`src/rtl/alu_sched.sv`:
```
// Two-requester scheduler for a shared combinational ALU: IDLE -> EXEC -> RESP, one op in flight.
// Define ALU_SCHED_FIXED_PRIO_EN for fixed priority (requester 0 wins); default is round-robin.
module alu_sched #(
  parameter int unsigned W = 4
) (
  input  logic         clk,
  input  logic         rst,
  input  logic         req0_valid,
  output logic         req0_ready,
  input  logic [W-1:0] req0_a,
  input  logic [W-1:0] req0_b,
  input  logic [1:0]   req0_op,
  input  logic         req1_valid,
  output logic         req1_ready,
  input  logic [W-1:0] req1_a,
  input  logic [W-1:0] req1_b,
  input  logic [1:0]   req1_op,
  output logic [W-1:0] alu_a,
  output logic [W-1:0] alu_b,
  output logic [1:0]   alu_op,
  input  logic [W-1:0] alu_y,
  output logic         rsp_valid,
  input  logic         rsp_ready,
  output logic [W-1:0] rsp_data,
  output logic         rsp_id,
  output logic         busy
);

  typedef enum logic [1:0] {IDLE, EXEC, RESP} state_t;

  state_t       state_q, state_d;
  logic         grant0, grant1, accept;
  logic [W-1:0] alu_a_q, alu_b_q, rsp_data_q;
  logic [1:0]   alu_op_q;
  logic         rsp_id_q;
`ifndef ALU_SCHED_FIXED_PRIO_EN
  logic         last_q;
`endif

  // Grants are masked by rst so ready stays low while reset is held.
  always_comb begin
    grant0 = 1'b0;
    grant1 = 1'b0;
    if (state_q == IDLE && !rst) begin
`ifdef ALU_SCHED_FIXED_PRIO_EN
      grant0 = req0_valid;
      grant1 = req1_valid && !req0_valid;
`else
      if (req0_valid && req1_valid) begin
        grant0 = last_q;
        grant1 = !last_q;
      end else begin
        grant0 = req0_valid;
        grant1 = req1_valid;
      end
`endif
    end
  end

  assign accept = grant0 | grant1;

  always_ff @(posedge clk or posedge rst) begin
    if (rst) state_q <= IDLE;
    else     state_q <= state_d;
  end

  always_comb begin
    state_d = state_q;
    case (state_q)
      IDLE:    if (accept) state_d = EXEC;
      EXEC:    state_d = RESP;
      RESP:    if (rsp_ready) state_d = IDLE;
      default: state_d = IDLE;
    endcase
  end

  always_comb begin
    req0_ready = grant0;
    req1_ready = grant1;
    rsp_valid  = (state_q == RESP);
    busy       = (state_q != IDLE);
  end

  always_ff @(posedge clk or posedge rst) begin
    if (rst) begin
      alu_a_q    <= '0;
      alu_b_q    <= '0;
      alu_op_q   <= '0;
      rsp_id_q   <= 1'b0;
      rsp_data_q <= '0;
`ifndef ALU_SCHED_FIXED_PRIO_EN
      last_q     <= 1'b1;
`endif
    end else begin
      if (accept) begin
        alu_a_q  <= grant1 ? req1_a  : req0_a;
        alu_b_q  <= grant1 ? req1_b  : req0_b;
        alu_op_q <= grant1 ? req1_op : req0_op;
        rsp_id_q <= grant1;
`ifndef ALU_SCHED_FIXED_PRIO_EN
        last_q   <= grant1;
`endif
      end
      if (state_q == EXEC) rsp_data_q <= alu_y;
    end
  end

  assign alu_a    = alu_a_q;
  assign alu_b    = alu_b_q;
  assign alu_op   = alu_op_q;
  assign rsp_data = rsp_data_q;
  assign rsp_id   = rsp_id_q;

endmodule

```
`config.mk`:
```
export PLATFORM = sky130hd
export DESIGN_NAME = alu_sched
export DESIGN_NICKNAME = d
export VERILOG_FILES = /design/src/rtl/alu_sched.sv
export SDC_FILE = /design/constraint.sdc
export NUM_CORES = 1
export LEC_CHECK = 0
export CAP_MARGIN = 15
export CORE_UTILIZATION = 35
export CTS_BUF_LIST = sky130_fd_sc_hd__clkbuf_8
export DETAILED_ROUTE_END_ITERATION = 6
export PLACE_DENSITY = 0.78
export SYNTH_ARGS = -nofsm -noshare
export SYNTH_HDL_FRONTEND = slang
export SYNTH_SLANG_ARGS = --single-unit
```
`constraint.sdc`:
```
create_clock -name clk -period 1.9 [get_ports clk]
set_clock_uncertainty 0.15 [all_clocks]
set_input_delay 0.19 -clock clk [delete_from_list [all_inputs] [get_ports clk]]
set_output_delay 0.19 -clock clk [all_outputs]
set_load 0.005 [all_outputs]
```
==> metrics.cfg, run 1 <==
[timing]
max_freq_mhz=562.6
timing.final.ws_setup_ns=0.1226
period_share_pct=93.55
setup_violations=0
hold_viol_final=0
rsz0062_at_grt=no
finalMaxSlewViolations=0
maxSlewHeadroom_pct=68.55
tightest_slew_ns=0.4690
min_period_ns=1.777
tns_ns=0

[placement]
dp_hpwl_um=1810
pre_cts_slack_ns=-0.06965
port_buffers=47
gp_congestion=0.7352

[global_route]
antenna_found_initial=0
overflow=0
grt_util_all_layers_pct=20.08
grt_pass1_vias=899
grt_pass1_wl_um=3953
grt_max_degree=22

[synth]
yosys_warnings=0
synth.distinct_cells=23
syn_area_um2=857.1
synthArstFlopShare_pct=100.0
synthCells=86
yosysMostFrequentCell=dfrtp_1
synth_edf_count=0
synth-seq-area-share_pct=52.70
syn_nets=115
yosys.area.top_type_share_pct=49.64
synth.top_cells.by_count=17 x dfrtp_1, 11 x a21oi_1, 10 x a31oi_1, 10 x nand3_1, 10 x o21ai_1
yosysTopAreaCell=dfrtp_1
ys_seq_elements=18
avgSynthCellArea_um2=9.966
synthFlopType=dfrtp_1
synth_area_leaders=dfrtp_1 50%, a31oi_1 7.3%, a21oi_1 6.4%

[cells_and_area]
fillers=211
layout.nets=174
diodes=0
syn_to_final_growth_pct=73.28
drive_gt1_share_pct=19.44

[critical_path]
crit_type=reg2out
critPathRequiredTime_ns=1.56
cp_cell_sequence=or2_2, clkdlybuf4s50_1
reg2reg_from=state_q[0]
cp-startpoint=state_q[0]
cp.buffers_inverters=1
start_kind=flop
worst_path_largest_cell_delay_ns=0.47
arrival_ns=1.44
worstPathMaxFanout=4
cp_top_family=buffers and inverters
crit_slowest_cell=clkdlybuf4s50_1
cp-end-kind=primary output

[power_and_ir_drop]
ir_worst_vdd_v=0.0009778
power_leakage_nw=0.6194
powerDensity_nw_per_um2=1188

[cts]
numCtsBuffers=3
insertion_delay_ns=0.25
cts_tree=done
cts.sinks=18
h-tree-depth=1
clockBufferDepth=2
clkSlewWorstSetupHoldPaths_ns=0.08
cts_root_buf=clkbuf_8

[routing]
drt_first_pass_iters=4
drtAntennaViolNets=0
wl_per_cell_um=14.67
post_drt_via_cell_ratio=5.308
drt-initial-drc-count=15
routed_wl_um=2523
drc=0
vias=913

[hold_path]
min_path_type=in2async

[die]
coreArea_um2=2255
start_util_pct=38.01
die_w_um=51.49
dieArea_um2=2651
row_count=17
die-height_um=51.49
top_level_ports=48

[job]
drv_cap=0

[outcome]
status=completed

-- routing by layer --
metal	share of wire, %	track usage (%)	vias to the layer above	wire (um)
met5	0	0	-	0
met4	0.079	4.054	0	2
met3	10	2.679	2	263
met2	51	37.23	68	1295
met1	38	24.44	415	961
li1	-	-	428	-
-- report_power, final --
part           switching [mW]  total [mW]  internal [mW]
Clock                   0.131       0.315          0.184
Combinational           0.289       0.789          0.500
Sequential              0.102       0.660          0.558
-- layout make-up --
cell class	instances	area (um^2)	share of cell area (%)
multi-input combinational	59	366.6	24.68
clock buffer	4	55.05	3.707
tap	28	35.03	2.359
timing repair buffer	60	565.5	38.08
sequential	18	451.7	30.41
inverter	3	11.26	0.7582
-- cells in the final DEF (no fill, tap or decap), types with 3 or more instances in the layout --
cell type	count
clkbuf_8	4
mux2_2	4
clkdlybuf4s50_1	45
a21oi_1	11
o21ai_1	10
dfrtp_1	17
nand3_1	10
a31oi_1	10
inv_1	3
buf_4	13
-- what timing repair did --
action / CTS / global route
setup endpoints to repair: 2 / 0
gates resized for setup: 4 / 0
buffers inserted: 1 / 0
hold buffers: 0 / 0
-- final timing paths --
| kind | cells after the start | end | slack [ns] |
|---|---|---|---|
| setup / recovery | 2 | busy | 0.12 |
| setup reg to reg | 6 | alu_b[3] | 0.18 |
| hold reg to reg | 1 | rsp_id | 0.33 |
| max in group asynchronous | 3 | alu_a[3] | 1.04 |
| min in group clk | 1 | rsp_id | 0.33 |
| hold / removal | 2 | alu_b[0] | 0.09 |
-- registers in the layout, indices dropped and copies added (netlist names) --
signal and count:
alu_a 4, rsp_data 4, alu_op 2, rsp_id 1, state_q 2, last_q 1, alu_b 4
-- through the flow --
step | hold slack (ns) | instances | instance area, um^2 | power (mW) | utilization, %
final | 0.09117 | 172 | 1485 | 1.765 | 65.87
after global routing | 0.1081 | 172 | 1485 | 1.865 | 65.87
after CTS | 0.08522 | 172 | 1485 | 1.771 | 65.87
after detailed placement | 0.3191 | 167 | 1418 | 1.445 | 62.87
after global placement | 0.3176 | 167 | 1418 | 1.416 | 62.87
after floorplan | -0.02216 | 86 | 857.1 | 0.9573 | -
-- cell families after synthesis --
logic type	count (synthesis)	synth area share, %
flops	18	52.70
mux	4	5.255
compound gates	36	24.38
simple gates	19	12.26
buf+inv	9	5.401
Note: power is estimated with default switching activity, not from simulation.
==> inputs of run 2 (changes only) <==
- GPL_ROUTABILITY_DRIVEN: not set -> 0
- PLACE_DENSITY: 0.78 -> not set
- PLACE_DENSITY_LB_ADDON: not set -> 0.3
==> run 2 against run 1 <==
  * Combinational power fell by 2%
  * Final area shrank 1.2%
  * Sequential share of layout area up 0.36 points
  * Cell count shrank 0.58%
  * Critical path type unchanged
  * Critical endpoint is now req1_ready
==> metrics.cfg, run 2 (synthesized netlist as in run 1, its figures left out) <==
[outcome]
status=completed

[critical_path]
crit_type=reg2out
cp.buffers_inverters=1  ; unchanged
worstPathMaxFanout=5  ; +1
worst_path_largest_cell_delay_ns=0.43  ; -0.04 ns
cp_cell_sequence=or3_4, nor2_2, dlygate4sd2_1
cp-end-kind=primary output
cp-startpoint=state_q[0]
critPathRequiredTime_ns=1.56  ; about the same
r2r_end=alu_a[0]
arrival_ns=1.46  ; +0.02 ns
reg2reg_from=state_q[0]
crit_slowest_cell=dfrtp_1
start_kind=flop
ff2ff_path_depth=5  ; -1
r2r_setup_slack_ns=0.28  ; +0.10 ns
cp_top_family=simple AND/OR/NAND/NOR gates

[timing]
min_period_ns=1.798  ; +0.02022 ns
rsz0062_at_grt=no
period_share_pct=94.61  ; +1.1 points
maxSlewHeadroom_pct=68.44  ; -0.11 points
hold_viol_final=0  ; unchanged
max_freq_mhz=556.3  ; -1.1%
setup_violations=0  ; unchanged
finalMaxSlewViolations=0  ; unchanged
timing.final.ws_setup_ns=0.1024  ; -0.02022 ns
tightest_slew_ns=0.4706  ; +0.001620 ns

[cells_and_area]
diodes=0  ; unchanged
drive_gt1_share_pct=18.18  ; -1.3 points
layout.nets=173  ; -0.57%
layout_commonest_cell=clkdlybuf4s50_1
fillers=201  ; -4.7%
fin_util_pct=65.09  ; -0.78 points
fin_cells=171  ; -0.58%
final_area_um2=1468  ; -1.2%
mostFrequentLayoutCells=45 x clkdlybuf4s50_1, 17 x dfrtp_1, 12 x buf_4, 11 x a21oi_1
syn_to_final_growth_pct=71.24

[die]
row_count=17  ; unchanged
die-height_um=51.49  ; unchanged
top_level_ports=48  ; unchanged
die_w_um=51.49  ; unchanged
dieArea_um2=2651  ; unchanged
coreArea_um2=2255  ; unchanged
start_util_pct=38.01  ; unchanged

[global_route]
antenna_found_initial=0  ; unchanged
grt_pass1_vias=903  ; +0.44%
overflow=0  ; unchanged
grt_util_all_layers_pct=19.65  ; -0.43 points
grt_pass1_wl_um=3843  ; -2.8%
grt_max_degree=22  ; unchanged

[power_and_ir_drop]
ir_worst_vdd_v=0.0008323  ; -15%
powerDensity_nw_per_um2=1155  ; -2.8%
power_leakage_nw=0.6124  ; -1.1%

[routing]
post_drt_via_cell_ratio=5.140  ; -3.2%
drc=0  ; unchanged
vias=879  ; -3.7%
routed_wl_um=2364  ; -6.3%
drt_first_pass_iters=4  ; unchanged
drt-initial-drc-count=9  ; -6
wl_per_cell_um=13.82  ; -5.8%
drtAntennaViolNets=0  ; unchanged

[placement]
dp_hpwl_um=1783  ; -1.5%
pre_cts_slack_ns=-0.07748  ; -0.007835 ns
port_buffers=47  ; unchanged
placed_cells=167  ; unchanged
placed_area_um2=1418  ; unchanged

[cts]
insertion_delay_ns=0.25  ; about the same
cts_root_buf=clkbuf_8
numCtsBuffers=3  ; unchanged
clkSlewWorstSetupHoldPaths_ns=0.07  ; about the same
cts_setup_buffers=0  ; -1
clockBufferDepth=2  ; unchanged
cts_tree=done
cts.sinks=18  ; unchanged
h-tree-depth=1  ; unchanged

[job]
drv_cap=0  ; unchanged

[hold_path]
min_path_type=in2async

==> run 2: changes by cell type in the layout (fill, tap and decap cells not counted), sizes merged <==
cell and change:
inv +1, clkbuf -1, buf -1
==> run 2: area by class of cell <==
cell class	instances	area (um^2)	share of cell area, %
well taps	28	35.03	2.387
repair buffers	59	558.0	38.02
clock inverters	1	3.754	0.2558
clock buffers	3	41.29	2.813
inverters	3	11.26	0.7673
multi-input cells	59	366.6	24.98
flip-flops and latches	18	451.7	30.78
==> run 2: power breakdown <==
group | switching [mW] | internal, mW
clock | 0.121 | 0.143
sequential | 0.0967 | 0.558
combinational | 0.281 | 0.496
==> run 2: how the worst max path moves through the flow <==
stage	endpoint	slack, ns	depth (start not counted)
2_1_floorplan	alu_a[0]	0.49	4
3_3_place_gp	req1_ready	-0.05	4
3_5_place_dp	req1_ready	-0.08	4
4_1_cts	req1_ready	0.09	3
5_1_grt	req1_ready	0.04	3
6_report	req1_ready	0.10	3
==> run 2: through the flow <==
stage,setup TNS (ns),hold slack [ns],power [mW]
finish,0,0.1249,1.695
global route,0,0.1633,1.820
CTS,0,0.1316,1.719
detailed placement,-0.1498,0.3139,1.442
global placement,-0.09409,0.3154,1.415
floorplan,0,-0.02216,0.9573
==> run 2: timing repair <==
action,CTS,global route
gates resized for setup,4,0
hold buffers,0,0
endpoints found under the setup margin,2,0
==> run 2: routing by layer <==
| metal | vias to the layer above | routed length [um] | GRT usage, % |
|---|---|---|---|
| met1 | 405 | 996 | 21.47 |
| li1 | 431 | - | - |
| met2 | 41 | 1179 | 36.80 |
| met5 | - | 0 | 0 |
| met3 | 2 | 174 | 5.060 |
| met4 | 0 | 13 | 5.405 |
==> inputs of run 3 (changes only) <==
- PLACE_DENSITY_LB_ADDON: 0.3 -> 0.2
- SLEW_MARGIN: not set -> 20
==> run 3 against run 2 <==
  * Fmax is 2.6% lower
  * Non-clock buffer count is 4 higher
  * Sequential share of layout area fell by 0.67 points
  * Clock-buffer cell count did not move
  * Global-route usage is 0.36 points higher
  * First-iteration DRC count increased by 67%
  * Die area stayed put
  * Worst setup slack lost 0.048 ns
  * Power increased by 2.0%
  * Cell count is 2.3% higher
  * Via count increased by 3.2%
  * Combinational power grew 3.6%
  * Critical path type unchanged
  * Largest power group unchanged
==> metrics.cfg, run 3 (synthesized netlist as in run 1, its figures left out) <==
[die]
die_w_um=51.49  ; unchanged
coreArea_um2=2255  ; unchanged
dieArea_um2=2651  ; unchanged
start_util_pct=38.01  ; unchanged
die-height_um=51.49  ; unchanged
top_level_ports=48  ; unchanged
row_count=17  ; unchanged

[cells_and_area]
fin_util_pct=66.54  ; +1.4 points
drive_gt1_share_pct=20.41  ; +2.2 points
fillers=190  ; -5.5%
mostFrequentLayoutCells=44 x clkdlybuf4s50_1, 17 x dfrtp_1, 16 x buf_4, 11 x a21oi_1
diodes=0  ; unchanged
syn_to_final_growth_pct=75.04
final_area_um2=1500  ; +2.2%
layout_commonest_cell=clkdlybuf4s50_1
layout.nets=177  ; +2.3%

[timing]
tightest_slew_ns=0.4864  ; +0.01577 ns
tns_ns=0  ; unchanged
finalMaxSlewViolations=0  ; unchanged
max_freq_mhz=541.9  ; -2.6%
rsz0062_at_grt=no
timing.final.ws_setup_ns=0.05466  ; -0.04772 ns
maxSlewHeadroom_pct=67.39  ; -1.1 points
setup_violations=0  ; unchanged
min_period_ns=1.845  ; +0.04772 ns
period_share_pct=97.12  ; +2.5 points
hold_viol_final=0  ; unchanged
hold-worst-slack_ns=0.1352  ; +0.01028 ns

[global_route]
overflow=0  ; unchanged
antenna_found_initial=0  ; unchanged
grt_pass1_wl_um=3898  ; +1.4%
grt_max_degree=22  ; unchanged
grt_pass1_vias=922  ; +2.1%
grt_util_all_layers_pct=20.01  ; +0.36 points

[cts]
hold_buffers=0  ; unchanged
clockBufferDepth=2  ; unchanged
insertion_delay_ns=0.25  ; about the same
clkSlewWorstSetupHoldPaths_ns=0.06  ; about the same
cts.sinks=18  ; unchanged
numCtsBuffers=3  ; unchanged
cts_tree=done
h-tree-depth=1  ; unchanged
cts_root_buf=clkbuf_8

[routing]
drt-initial-drc-count=15  ; +6
drc=0  ; unchanged
post_drt_via_cell_ratio=5.183  ; +0.83%
drtAntennaViolNets=0  ; unchanged
wl_per_cell_um=13.73  ; -0.72%
drt_first_pass_iters=4  ; unchanged
vias=907  ; +3.2%
routed_wl_um=2402  ; +1.6%

[critical_path]
worst_path_largest_cell_delay_ns=0.49  ; +0.06 ns
start_kind=flop
critPathRequiredTime_ns=1.56  ; about the same
cp_top_family=buffers and inverters
cp.buffers_inverters=3  ; +2
crit_type=reg2out
crit_slowest_cell=clkdlybuf4s50_1
cp_cell_sequence=buf_4, nand2b_1, inv_1, clkdlybuf4s50_1
cp-end-kind=primary output
arrival_ns=1.51  ; +0.05 ns
worstPathMaxFanout=3  ; -2

[placement]
pre_cts_slack_ns=-0.07850  ; -0.001019 ns
dp_hpwl_um=1719  ; -3.6%
placed_area_um2=1418  ; unchanged
port_buffers=47  ; unchanged

[power_and_ir_drop]
ir_worst_vdd_v=0.0006433  ; -23%
powerDensity_nw_per_um2=1152  ; -0.25%
power_leakage_nw=0.6438  ; +5.1%

[hold_path]
min_path_type=in2async

[outcome]
status=completed

[job]
drv_cap=0  ; unchanged

==> run 3: layout make-up <==
type	instances	area (um^2)	share of cell area, %
clock buffers	3	41.29	2.752
repair buffers	63	590.6	39.37
clock inverters	1	3.754	0.2502
inverters	3	11.26	0.7506
well taps	28	35.03	2.335
multi-input cells	59	366.6	24.44
flip-flops and latches	18	451.7	30.11
==> run 3: worst paths after layout <==
check                           depth (start not counted)    endpoint  startpoint  slack, ns
worst max-delay path                                    4   rsp_valid  state_q[0]       0.05
worst min-delay path                                    2  state_q[1]         rst       0.14
worst max register to register                          6    alu_b[3]  state_q[0]       0.17
worst min register to register                          1      rsp_id      rsp_id       0.34
max in group asynchronous                               3    alu_a[1]         rst       1.01
min in group clk                                        1      rsp_id      rsp_id       0.34
==> run 3: metal layers <==
layer	part of all wire [%]	global-route usage, %	vias to the layer above
met1	43	23.12	421
met2	50	34.85	39
li1	-	-	442
met3	5.6	4.167	5
met5	0	0	-
met4	1.7	9.459	0
==> run 3: metrics by stage <==
| stage | total power, mW | cells |
|---|---|---|
| 2_1_floorplan | 0.9573 | 86 |
| 3_3_place_gp | 1.422 | 167 |
| 3_5_place_dp | 1.439 | 167 |
| 4_1_cts | 1.733 | 173 |
| 5_1_grt | 1.854 | 175 |
| 6_report | 1.728 | 175 |
==> run 3: where the power goes <==
part	internal, mW	switching, mW	total, mW
clock network	0.144	0.126	0.269
registers	0.558	0.0957	0.654
logic	0.516	0.289	0.804
==> run 3: what timing repair did <==
action                                  4_1_cts  5_1_grt
endpoints found under the setup margin        2        2
setup buffers                                 2        2
resized for setup                             4        1
